**src/rtl/uart_register_port_pkg.sv**
```systemverilog
// Shared definitions for the UART register port.
//   - Register offsets relative to the block's base index.
//   - Bit positions inside the STATUS register.
//   - State encodings for the transmit and receive bit-timing FSMs.
package uart_register_port_pkg;

    localparam logic [11:0] OFF_DATA   = 12'd0;
    localparam logic [11:0] OFF_STATUS = 12'd1;
    localparam logic [11:0] OFF_RX_ACK = 12'd2;

    localparam int STAT_TX_FULL   = 0;
    localparam int STAT_TX_IDLE   = 1;
    localparam int STAT_RX_VALID  = 2;
    localparam int STAT_OVERRUN   = 3;
    localparam int STAT_FRAME_ERR = 4;

    typedef enum logic [1:0] {
        TX_IDLE  = 2'd0,
        TX_START = 2'd1,
        TX_DATA  = 2'd2,
        TX_STOP  = 2'd3
    } tx_state_t;

    typedef enum logic [1:0] {
        RX_IDLE  = 2'd0,
        RX_START = 2'd1,
        RX_DATA  = 2'd2,
        RX_STOP  = 2'd3
    } rx_state_t;

endpackage

```
**src/rtl/uart_register_port_fifo.sv**
```systemverilog
// Synchronous FIFO with a combinational view of the head entry.
//   clk, reset        : clock, synchronous active-high reset
//   push, push_data   : enqueue request and data
//   pop               : dequeue request (ignored when empty)
//   head_data         : oldest entry, valid while !empty
//   full, empty       : occupancy flags
// A push while full is accepted only if a pop happens on the same edge.
module sync_fifo #(
    parameter int WIDTH = 8,
    parameter int DEPTH = 8
) (
    input  logic             clk,
    input  logic             reset,
    input  logic             push,
    input  logic [WIDTH-1:0] push_data,
    input  logic             pop,
    output logic [WIDTH-1:0] head_data,
    output logic             full,
    output logic             empty
);
    localparam int AW = (DEPTH > 1) ? $clog2(DEPTH) : 1;

    logic [WIDTH-1:0] mem [DEPTH];
    logic [AW-1:0]    wr_ptr_reg;
    logic [AW-1:0]    rd_ptr_reg;
    logic [AW:0]      count_reg;
    logic             push_ok;
    logic             pop_ok;

    assign empty     = (count_reg == '0);
    assign full      = (count_reg == (AW+1)'(DEPTH));
    assign pop_ok    = pop && !empty;
    assign push_ok   = push && (!full || pop_ok);
    assign head_data = mem[rd_ptr_reg];

    always_ff @(posedge clk) begin
        if (push_ok) begin
            mem[wr_ptr_reg] <= push_data;
        end
    end

    always_ff @(posedge clk) begin
        if (reset) begin
            wr_ptr_reg <= '0;
            rd_ptr_reg <= '0;
            count_reg  <= '0;
        end else begin
            if (push_ok) begin
                wr_ptr_reg <= wr_ptr_reg + AW'(1);
            end
            if (pop_ok) begin
                rd_ptr_reg <= rd_ptr_reg + AW'(1);
            end
            case ({push_ok, pop_ok})
                2'b10:   count_reg <= count_reg + (AW+1)'(1);
                2'b01:   count_reg <= count_reg - (AW+1)'(1);
                default: count_reg <= count_reg;
            endcase
        end
    end

endmodule

```
**src/rtl/uart_register_port.sv**
```systemverilog
// Memory-mapped UART: 8N1 transmitter fed by a FIFO, single-byte receiver.
//   clk, reset             : clock, synchronous active-high reset
//   register_index         : 12-bit register index from the core
//   register_read/_write   : access strobes
//   register_write_value   : write data, bits [7:0] used
//   register_read_value    : registered read data, one cycle after the read
//   uart_tx                : serial output, idle high
//   uart_rx                : asynchronous serial input
// Registers: BASE+0 DATA (W: push TX byte, R: rx byte),
//            BASE+1 STATUS (R: flags, W: clear overrun/frame_err),
//            BASE+2 RX_ACK (W: clear rx_valid).
module uart_register_port
    import uart_register_port_pkg::*;
#(
    parameter logic [11:0] BASE_INDEX   = 12'h010,
    parameter int          CLKS_PER_BIT = 16,
    parameter int          TX_DEPTH     = 8
) (
    input  logic        clk,
    input  logic        reset,
    input  logic [11:0] register_index,
    input  logic        register_read,
    input  logic        register_write,
    input  logic [15:0] register_write_value,
    output logic [15:0] register_read_value,
    output logic        uart_tx,
    input  logic        uart_rx
);
    localparam int            CW        = $clog2(CLKS_PER_BIT);
    localparam logic [CW-1:0] BIT_LAST  = CW'(CLKS_PER_BIT - 1);
    localparam logic [CW-1:0] HALF_LAST = CW'(CLKS_PER_BIT / 2 - 1);

    // ---------------- register decode ----------------
    logic sel_data, sel_status, sel_rx_ack;
    logic data_wr, status_wr, rx_ack_wr;

    assign sel_data   = (register_index == BASE_INDEX + OFF_DATA);
    assign sel_status = (register_index == BASE_INDEX + OFF_STATUS);
    assign sel_rx_ack = (register_index == BASE_INDEX + OFF_RX_ACK);
    assign data_wr    = register_write && sel_data;
    assign status_wr  = register_write && sel_status;
    assign rx_ack_wr  = register_write && sel_rx_ack;

    logic unused_write_bits;
    assign unused_write_bits = ^register_write_value[15:8];

    // ---------------- transmit FIFO ----------------
    logic       fifo_pop, fifo_full, fifo_empty;
    logic [7:0] fifo_head;

    sync_fifo #(.WIDTH(8), .DEPTH(TX_DEPTH)) u_tx_fifo (
        .clk       (clk),
        .reset     (reset),
        .push      (data_wr),
        .push_data (register_write_value[7:0]),
        .pop       (fifo_pop),
        .head_data (fifo_head),
        .full      (fifo_full),
        .empty     (fifo_empty)
    );

    // ---------------- TX FSM ----------------
    tx_state_t     tx_state_reg, tx_state_next;
    logic [CW-1:0] tx_cnt_reg, tx_cnt_next;
    logic [2:0]    tx_bit_reg, tx_bit_next;
    logic [7:0]    tx_shift_reg, tx_shift_next;
    logic          tx_line_reg, tx_line_next;

    // The line level is registered, so uart_tx trails the state by one cycle.
    always_comb begin
        tx_state_next = tx_state_reg;
        tx_cnt_next   = tx_cnt_reg;
        tx_bit_next   = tx_bit_reg;
        tx_shift_next = tx_shift_reg;
        tx_line_next  = 1'b1;
        fifo_pop      = 1'b0;
        case (tx_state_reg)
            TX_IDLE: begin
                if (!fifo_empty) begin
                    fifo_pop      = 1'b1;
                    tx_shift_next = fifo_head;
                    tx_cnt_next   = '0;
                    tx_state_next = TX_START;
                end
            end
            TX_START: begin
                tx_line_next = 1'b0;
                if (tx_cnt_reg == BIT_LAST) begin
                    tx_cnt_next   = '0;
                    tx_bit_next   = 3'd0;
                    tx_state_next = TX_DATA;
                end else begin
                    tx_cnt_next = tx_cnt_reg + CW'(1);
                end
            end
            TX_DATA: begin
                tx_line_next = tx_shift_reg[0];
                if (tx_cnt_reg == BIT_LAST) begin
                    tx_cnt_next   = '0;
                    tx_shift_next = {1'b0, tx_shift_reg[7:1]};
                    tx_bit_next   = tx_bit_reg + 3'd1;
                    if (tx_bit_reg == 3'd7) begin
                        tx_state_next = TX_STOP;
                    end
                end else begin
                    tx_cnt_next = tx_cnt_reg + CW'(1);
                end
            end
            TX_STOP: begin
                tx_line_next = 1'b1;
                if (tx_cnt_reg == BIT_LAST) begin
                    tx_cnt_next = '0;
                    // Chain straight into the next queued byte: no idle gap.
                    if (!fifo_empty) begin
                        fifo_pop      = 1'b1;
                        tx_shift_next = fifo_head;
                        tx_state_next = TX_START;
                    end else begin
                        tx_state_next = TX_IDLE;
                    end
                end else begin
                    tx_cnt_next = tx_cnt_reg + CW'(1);
                end
            end
            default: tx_state_next = TX_IDLE;
        endcase
    end

    always_ff @(posedge clk) begin
        if (reset) begin
            tx_state_reg <= TX_IDLE;
            tx_cnt_reg   <= '0;
            tx_bit_reg   <= '0;
            tx_shift_reg <= '0;
            tx_line_reg  <= 1'b1;
        end else begin
            tx_state_reg <= tx_state_next;
            tx_cnt_reg   <= tx_cnt_next;
            tx_bit_reg   <= tx_bit_next;
            tx_shift_reg <= tx_shift_next;
            tx_line_reg  <= tx_line_next;
        end
    end

    assign uart_tx = tx_line_reg;

    // ---------------- RX synchronizer + FSM ----------------
    logic          rx_meta_reg, rx_sync_reg;
    rx_state_t     rx_state_reg, rx_state_next;
    logic [CW-1:0] rx_cnt_reg, rx_cnt_next;
    logic [2:0]    rx_bit_reg, rx_bit_next;
    logic [7:0]    rx_shift_reg, rx_shift_next;
    logic          rx_done_ok, rx_done_bad;

    always_comb begin
        rx_state_next = rx_state_reg;
        rx_cnt_next   = rx_cnt_reg;
        rx_bit_next   = rx_bit_reg;
        rx_shift_next = rx_shift_reg;
        rx_done_ok    = 1'b0;
        rx_done_bad   = 1'b0;
        case (rx_state_reg)
            RX_IDLE: begin
                if (!rx_sync_reg) begin
                    rx_cnt_next   = '0;
                    rx_state_next = RX_START;
                end
            end
            RX_START: begin
                // Re-check the line at mid start bit to reject short glitches.
                if (rx_cnt_reg == HALF_LAST) begin
                    rx_cnt_next   = '0;
                    rx_bit_next   = 3'd0;
                    rx_state_next = rx_sync_reg ? RX_IDLE : RX_DATA;
                end else begin
                    rx_cnt_next = rx_cnt_reg + CW'(1);
                end
            end
            RX_DATA: begin
                if (rx_cnt_reg == BIT_LAST) begin
                    rx_cnt_next   = '0;
                    rx_shift_next = {rx_sync_reg, rx_shift_reg[7:1]};
                    rx_bit_next   = rx_bit_reg + 3'd1;
                    if (rx_bit_reg == 3'd7) begin
                        rx_state_next = RX_STOP;
                    end
                end else begin
                    rx_cnt_next = rx_cnt_reg + CW'(1);
                end
            end
            RX_STOP: begin
                if (rx_cnt_reg == BIT_LAST) begin
                    rx_cnt_next   = '0;
                    rx_state_next = RX_IDLE;
                    rx_done_ok    = rx_sync_reg;
                    rx_done_bad   = !rx_sync_reg;
                end else begin
                    rx_cnt_next = rx_cnt_reg + CW'(1);
                end
            end
            default: rx_state_next = RX_IDLE;
        endcase
    end

    always_ff @(posedge clk) begin
        if (reset) begin
            rx_meta_reg  <= 1'b1;
            rx_sync_reg  <= 1'b1;
            rx_state_reg <= RX_IDLE;
            rx_cnt_reg   <= '0;
            rx_bit_reg   <= '0;
            rx_shift_reg <= '0;
        end else begin
            rx_meta_reg  <= uart_rx;
            rx_sync_reg  <= rx_meta_reg;
            rx_state_reg <= rx_state_next;
            rx_cnt_reg   <= rx_cnt_next;
            rx_bit_reg   <= rx_bit_next;
            rx_shift_reg <= rx_shift_next;
        end
    end

    // ---------------- receive flags ----------------
    // Set events take priority over a clearing write on the same edge.
    logic [7:0] rx_byte_reg;
    logic       rx_valid_reg, overrun_reg, frame_err_reg;

    always_ff @(posedge clk) begin
        if (reset) begin
            rx_byte_reg   <= '0;
            rx_valid_reg  <= 1'b0;
            overrun_reg   <= 1'b0;
            frame_err_reg <= 1'b0;
        end else begin
            if (rx_done_ok) begin
                rx_byte_reg  <= rx_shift_reg;
                rx_valid_reg <= 1'b1;
            end else if (rx_ack_wr) begin
                rx_valid_reg <= 1'b0;
            end
            if (rx_done_ok && rx_valid_reg) begin
                overrun_reg <= 1'b1;
            end else if (status_wr) begin
                overrun_reg <= 1'b0;
            end
            if (rx_done_bad) begin
                frame_err_reg <= 1'b1;
            end else if (status_wr) begin
                frame_err_reg <= 1'b0;
            end
        end
    end

    // ---------------- read path ----------------
    logic [4:0]  status_vec;
    logic [15:0] read_mux;

    always_comb begin
        status_vec                 = '0;
        status_vec[STAT_TX_FULL]   = fifo_full;
        status_vec[STAT_TX_IDLE]   = fifo_empty && (tx_state_reg == TX_IDLE);
        status_vec[STAT_RX_VALID]  = rx_valid_reg;
        status_vec[STAT_OVERRUN]   = overrun_reg;
        status_vec[STAT_FRAME_ERR] = frame_err_reg;
    end

    always_comb begin
        read_mux = 16'h0000;
        if (sel_data) begin
            read_mux = {8'h00, rx_byte_reg};
        end else if (sel_status) begin
            read_mux = {11'b0, status_vec};
        end
    end

    always_ff @(posedge clk) begin
        if (reset) begin
            register_read_value <= 16'h0000;
        end else if (register_read) begin
            register_read_value <= read_mux;
        end
    end

endmodule

```
**config.mk**
```make
export PLATFORM = sky130hd
export DESIGN_NAME = uart_register_port
export DESIGN_NICKNAME = d
export VERILOG_FILES = /design/src/rtl/uart_register_port_pkg.sv /design/src/rtl/uart_register_port_fifo.sv /design/src/rtl/uart_register_port.sv
export SDC_FILE = /design/constraint.sdc
export NUM_CORES = 1
export LEC_CHECK = 0
export CORE_MARGIN = 8
export CORE_UTILIZATION = 55
export CTS_CLUSTER_DIAMETER = 60
export DETAILED_ROUTE_END_ITERATION = 7
export PLACE_DENSITY = 0.84
export SYNTH_ARGS = -nofsm -noshare
export SYNTH_HDL_FRONTEND = slang
export SYNTH_HIERARCHICAL = 1
export SYNTH_SLANG_ARGS = --single-unit
```
**constraint.sdc**
```tcl
create_clock -name clk -period 5.8 [get_ports clk]
set_input_delay 1.74 -clock clk [delete_from_list [all_inputs] [get_ports clk]]
set_output_delay 1.74 -clock clk [all_outputs]
set_load 0.03 [all_outputs]
```
; Word level (Yosys, flattened, before mapping)
; Memories as Yosys holds them, arrays and structs flattened. A register that Yosys moved wholly into a read port is not among the register bits.
; Index checks and enable logic that the tools add are counted.
[totals]
reg_bits = 74
ram_bits = 64
input_bits = 33
out_inout_bits = 17
elab_cells = 135
n_memories = 1
[classes]
add_sub_neg = 8
eq_ne = 27
muxes = 51
reduce_logical = 29
[memory_table]
columns = name, depth, width, rd, rd_ports_with_merged_regs, wr, line_no
row1 = u_tx_fifo.mem, 8, 8, 1, 1, 1, uart_register_port_fifo.sv:23  ; logic [WIDTH-1:0] mem [DEPTH];
[op_table]
columns = operator, n
row1 = $eq A12 B5 Y1 const B, 3
row2 = $mux W8, 4
row3 = $pmux W8 S3, 1
row4 = $mux W2, 11
row5 = $mux W4, 5
row6 = $ne A2 B2 Y1 const B, 10
row7 = $mux W3, 6
row8 = $pmux W2 S4, 2
row9 = $pmux W4 S2, 2
row10 = $mux W1, 14
row11 = $add A3 B1 Y3 const B, 4
row12 = $add A4 B1 Y4 const B, 3
row13 = $eq A4 B4 Y1 const B, 3
row14 = $pmux W3 S2, 2
row15 = $pmux W4 S3, 1
row16 = $reduce_bool A2 Y1, 6
row17 = $eq A2 B2 Y1 const B, 5
row18 = $reduce_and A5 Y1, 2
row19 = $reduce_and A3 Y1, 3
row20 = $logic_and A1 B1 Y1, 7
row21 = $eq A2 B1 Y1 const B, 3
row22 = $eq A3 B3 Y1 const B, 2
row23 = $mux W5, 1
row24 = $eq A4 B3 Y1 const B, 1
row25 = other kinds (10), 14

; Depth between registers and ports, before layout
[depth]
ltp_word = 9
ltp_mapped = 13
mapped_depth_nobuf = 12

; Hierarchy
; Netlist, hierarchy kept.
[by_module_without_submodules]
columns = mod, instances, cells_per_inst, area_each_um2, seq_area_each_um2
row1 = sync_fifo, 1, 176, 3203.1, 2182.1
row2 = uart_register_port, 1, 287, 2658.8, 1121.1

; Least setup slack after synthesis
; No wires, ideal clock.
[synth_path]
path_type = in2reg
from = input port register_index[5]
to = memory u_tx_fifo.mem[0][0], enable pin
setup_time_ps = 395
arrival_time_ps = 3639
t_required_ps = 5405
slack_ps = 1767
path_stages = 6
path_buffers = 1
path_cell_list = nor4b_1 -> nand4b_1 -> nor2b_1 -> buf_2 -> o21ai_4 -> nor4_1
[synth_between]
elab_chain_len = 5
[synth_rtl]
columns = element, line_no
row1 = "start, declared", uart_register_port.sv:21  ; input logic [11:0] register_index,
row2 = $eq A12 B5 Y1, uart_register_port.sv:37  ; assign sel_data = (register_index == BASE_INDEX + OFF_DATA);
row3 = $logic_and A1 B1 Y1, uart_register_port.sv:40  ; assign data_wr = register_write && sel_data;
row4 = named net data_wr, uart_register_port.sv:35  ; logic data_wr, status_wr, rx_ack_wr;
row5 = $logic_and A1 B1 Y1, uart_register_port_fifo.sv:33  ; assign push_ok = push && (!full || pop_ok);
row6 = $mux W1, uart_register_port_fifo.sv:37  ; if (push_ok) begin
row7 = $mux W1 (implied by the code), uart_register_port_fifo.sv:38  ; mem[wr_ptr_reg] <= push_data;
row8 = "end, declared", uart_register_port_fifo.sv:23
; The timed path passes the listed nets, and every way through them passes these cells.

; Worst setup path in the final report
[layout_path]
from = input port register_index[5]
to = memory u_tx_fifo.mem[6][1], enable pin
; The elaborated chain is that of the path after synthesis.

==> out/results.md <==
| Step | Quantity | Reported |
|:---|:---|:---|
| outcome | Run status | finished, final reports clean |
| pwr | Power per cell area | 314 mW/mm2 |
| routing | DRC violation count after routing | 0 |
| clock network | Insertion delay to the later sink of the worst-skew pair | 0.53 ns |
| sta | Worst path setup slack after routing | 1.24 ns |
| routing | First drt pass iteration count | 4 |
| global route | First-pass GRT wire length | 18100 um |
| final layout | Register containing the most flip-flops in the final layout | u_tx_fifo/mem |
| sta | Total of endpoints with negative setup slack in the final report | 0 |
| synth | Number of different library cells in the post-synthesis netlist | 64 |
| sta | Total negative slack | 0 ns |
| sta | Setup repair after global routing missed its margin | false |
| global route | Top Usage Layer GRT | met2 |
| critical path | Category of the worst setup path capture point | register |
| pwr | Total net switching power | 0.515 mW |
| critical path | Slowest CP cell | sky130_fd_sc_hd__nor2_1 |
| floorplan | Total number of placement rows | 37 |
| sta | Fin. max-slew vios | 0 |
| placement | Dpl ws | 0.806 ns |
| clock network | Clock tree from TritonCTS | yes |
| synth | Post-synthesis async set-or-reset flop share | 0% |
| sta | Slew of the pin with the lowest slew margin | 0.991 ns |
| synth | Part of the Yosys area used for sequential elements | 56.4% |
| pwr | Largest voltage drop on the vdd net | 300 uV |
| sta | Post-route fraction of the period consumed by the critical path | 78.6% |
| sta | Final hold violation count | 0 |
| floorplan | Effective utilization at floorplan | 56.8% |
| floorplan | Height of the die | 119 um |
| clock network | # hold bufs at CTS | 0 |
| global route | GRT Overall Usage | 16.3% |
| clock network | Num Clock Sinks | 133 |
| routing | Wire length per cell after detailed routing | 17.3 um |
| synth | Count of flip-flops with a built-in enable after synthesis | 64 |
| routing | Routed wire length | 11100 um |
| clock network | Post-CTS resize count | 0 |
| final layout | Share of layout cells above drive strength 1 | 13.2% |
| sta | Worst slew margin | 33.8% |
| floorplan | I/O pins | 50 |
| final layout | Most common library cell in the layout ignoring fill and taps | sky130_fd_sc_hd__dfxtp_1 |
| global route | Global-route met1 utilization | 17.4% |
| final layout | # nets final | 544 |
| global route | Vias in the first global route | 3734 |
| placement | Gpl congestion | 0.757 |
| run | # Max-Cap Violations | 0 |
| global route | Met2 routing resource usage after global routing | 28.8% |
| synth | Cell area after synthesis | 0.00586 mm2 |
| critical path | Critical Setup Path Class | primary input to register |
| synth | Avg Cell Area, Syn | 12.7 um2 |
| placement | Placed inst area | 0.00622 mm2 |
| pwr | Clock network fraction of design power | 48.3% |
| final layout | Most frequent cells in the layout | 69 x sky130_fd_sc_hd__dfxtp_1, 64 x sky130_fd_sc_hd__edfxtp_1, 56 x sky130_fd_sc_hd__nor2_1 |
| final layout | Max reg flops | 64 |
| global route | Largest net degree at the start of global routing | 36 |
| pwr | Power share of the combinational group | 5.0% |
| global route | Met3 track demand over resource in global routing | 4.58% |
| sta | Highest clock rate | 219 MHz |
| placement | Buffers on Ports | 33 |
| placement | Final HPWL from detailed placement | 7060 um |
| floorplan | Core box area | 0.0103 mm2 |
| synth | Syn. warnings | 6 |
| sta | Min Tclk post-route | 4.56 ns |
| sta | Final worst clock skew | 0.00609 ns |
| clock network | Clock root buffer | sky130_fd_sc_hd__clkbuf_8 |
| worst hold path | Min-delay worst type | register to register |
| global route | Initial antenna violation count | 0 |
| final layout | Antenna fix cells | 0 |
| pwr | Seq pwr share | 46.7% |
| pwr | Switching part of the total power | 24.1% |
| critical path | WP data required | 5.95 ns |
| critical path | Max stage delay on crit path | 0.82 ns |
| clock network | Number of buffers created by CTS | 17 |
| critical path | Arrival time worst endpoint | 4.71 ns |
| clock network | Number of setup buffers added after CTS | 0 |
| critical path | Cell class contributing the biggest share of worst-path delay | simple AND/OR/NAND/NOR gates |
| critical path | Setup crit start kind | primary input |
| routing | Vias post-DR | 3695 |
| clock network | Number of levels the H-tree was split into | 4 |
| synth | Cell count after synthesis | 463 |
| pwr | Internal power contribution | 1.62 mW |
| floorplan | Area enclosed by the die boundary | 0.0142 mm2 |
| final layout | Layout overhead on the synthesized area | 15.9% |
| synth | Main flop type after synthesis | sky130_fd_sc_hd__dfxtp_1 |
| pwr | Pleak | 2.37 nW |
| floorplan | Chip Width | 119 um |
| clock network | Clock slew at reported path FFs | 0.06 ns |
| routing | Via density per instance | 5.75 |
| critical path | Buffering stage count on the worst path with inverters included | 1 |
| synth | Synthesized flop and latch total | 133 |
| routing | Number of nets still failing antenna checks after routing | 0 |
| critical path | Critical path fanouts, max | 11 |
| global route | GRT Residual Overflow | 0 |
| critical path | CP cell instances | clkdlybuf4s50_1 > nor4b_1 > nand4b_1 > nor2b_1 > o211ai_1 > nor2_1 |
| routing | Drt first-iter violations | 257 |
| final layout | Finished Cell Area | 0.00680 mm2 |
| clock network | Maximum clock path buffer count | 2 |
-- power groups by stage --
stage	Clock [mW]	Sequential, mW	Combinational [mW]
3_3_place_gp	0	1.02	0.100
4_1_cts	1.05	0.997	0.106
2_1_floorplan	0	1.02	0.0732
3_5_place_dp	0	1.02	0.104
5_1_grt	1.09	0.998	0.117
6_report	1.03	0.997	0.106
-- area by class of cell --
class	instances	area, um2
fill	708	3530
multi-input combinational	294	2350
clock buffer	17	414
sequential	133	3300
clock inverter	15	158
tap	136	170
timing repair buffer	39	370
inverter	9	33.8
-- routing by layer --
layer / vias up / part of all wire [%] / wire, um
met5: - / 0 / 0
met4: 0 / 2.5 / 280
met3: 25 / 5.7 / 628
met2: 97 / 52 / 5810
met1: 1794 / 39 / 4390
li1: 1779 / - / -
-- worst paths after layout --
check / from / to / slack [ns] / cells after the start
setup / recovery: register_index[5] / u_tx_fifo/mem[6][1] / 1.24 / 6
setup reg to reg: tx_cnt_reg[0] / u_tx_fifo/count_reg[3] / 2.27 / 12
hold / removal: rx_meta_reg / rx_sync_reg / 0.42 / 1
hold reg to reg: rx_meta_reg / rx_sync_reg / 0.42 / 1
-- metrics by stage --
step                hold slack, ns  total power [mW]  util [%]  instances
finish                       0.421              2.13      65.8        643
global route                 0.424              2.20      65.8        643
CTS                          0.423              2.15      65.8        643
detailed placement           0.401              1.12      60.3        611
global placement             0.401              1.12      60.3        611
floorplan                    0.389              1.09         -        470
-- cells by family (layout without fill, tap and decap cells) --
| logic type | count (synthesis) | count (layout) | share of synthesized area, % |
|---|---|---|---|
| AO/OA/AOI/OAI | 68 | 68 | 8.69 |
| XOR/XNOR | 9 | 9 | 1.34 |
| adder cells (fa/ha/maj) | 17 | 17 | 3.76 |
| buffers and inverters | 43 | 80 | 4.08 |
| flip-flops | 133 | 133 | 56.3 |
| multiplexers | 56 | 56 | 13.8 |
| other | 1 | 8 | 0.0640 |
| AND/OR/NAND/NOR | 136 | 136 | 11.9 |
-- cell usage after synthesis (3+ instances only) --
master	number	area [um2]
sky130_fd_sc_hd__dfxtp_1	69	1380
sky130_fd_sc_hd__edfxtp_1	64	1920
sky130_fd_sc_hd__nor2_1	56	210
sky130_fd_sc_hd__mux2i_1	32	320
sky130_fd_sc_hd__ha_1	16	200
sky130_fd_sc_hd__a21oi_1	14	70.1
sky130_fd_sc_hd__nand2_1	14	52.6
sky130_fd_sc_hd__clkbuf_1	13	48.8
sky130_fd_sc_hd__o21ai_0	13	65.1
sky130_fd_sc_hd__nand2b_1	11	68.8
sky130_fd_sc_hd__nand3_1	11	55.1
sky130_fd_sc_hd__mux4_1	10	263
sky130_fd_sc_hd__a211oi_1	9	67.6
sky130_fd_sc_hd__inv_1	9	33.8
sky130_fd_sc_hd__buf_4	8	60.1
sky130_fd_sc_hd__mux2_2	8	90.1
sky130_fd_sc_hd__nor3_1	8	40.0
sky130_fd_sc_hd__buf_2	6	30.0
sky130_fd_sc_hd__mux4_2	6	135
sky130_fd_sc_hd__nor3b_1	5	37.5
sky130_fd_sc_hd__xnor2_1	5	43.8
sky130_fd_sc_hd__a31oi_1	4	25.0
sky130_fd_sc_hd__nand4b_1	4	35.0
sky130_fd_sc_hd__xor2_1	4	35.0
sky130_fd_sc_hd__a22o_1	3	26.3
sky130_fd_sc_hd__a32oi_1	3	26.3
sky130_fd_sc_hd__and2_1	3	18.8
sky130_fd_sc_hd__buf_6	3	33.8
sky130_fd_sc_hd__nor4_1	3	18.8
sky130_fd_sc_hd__o211ai_1	3	22.5
sky130_fd_sc_hd__or2_2	3	18.8
(Power assumes the default switching activity.)
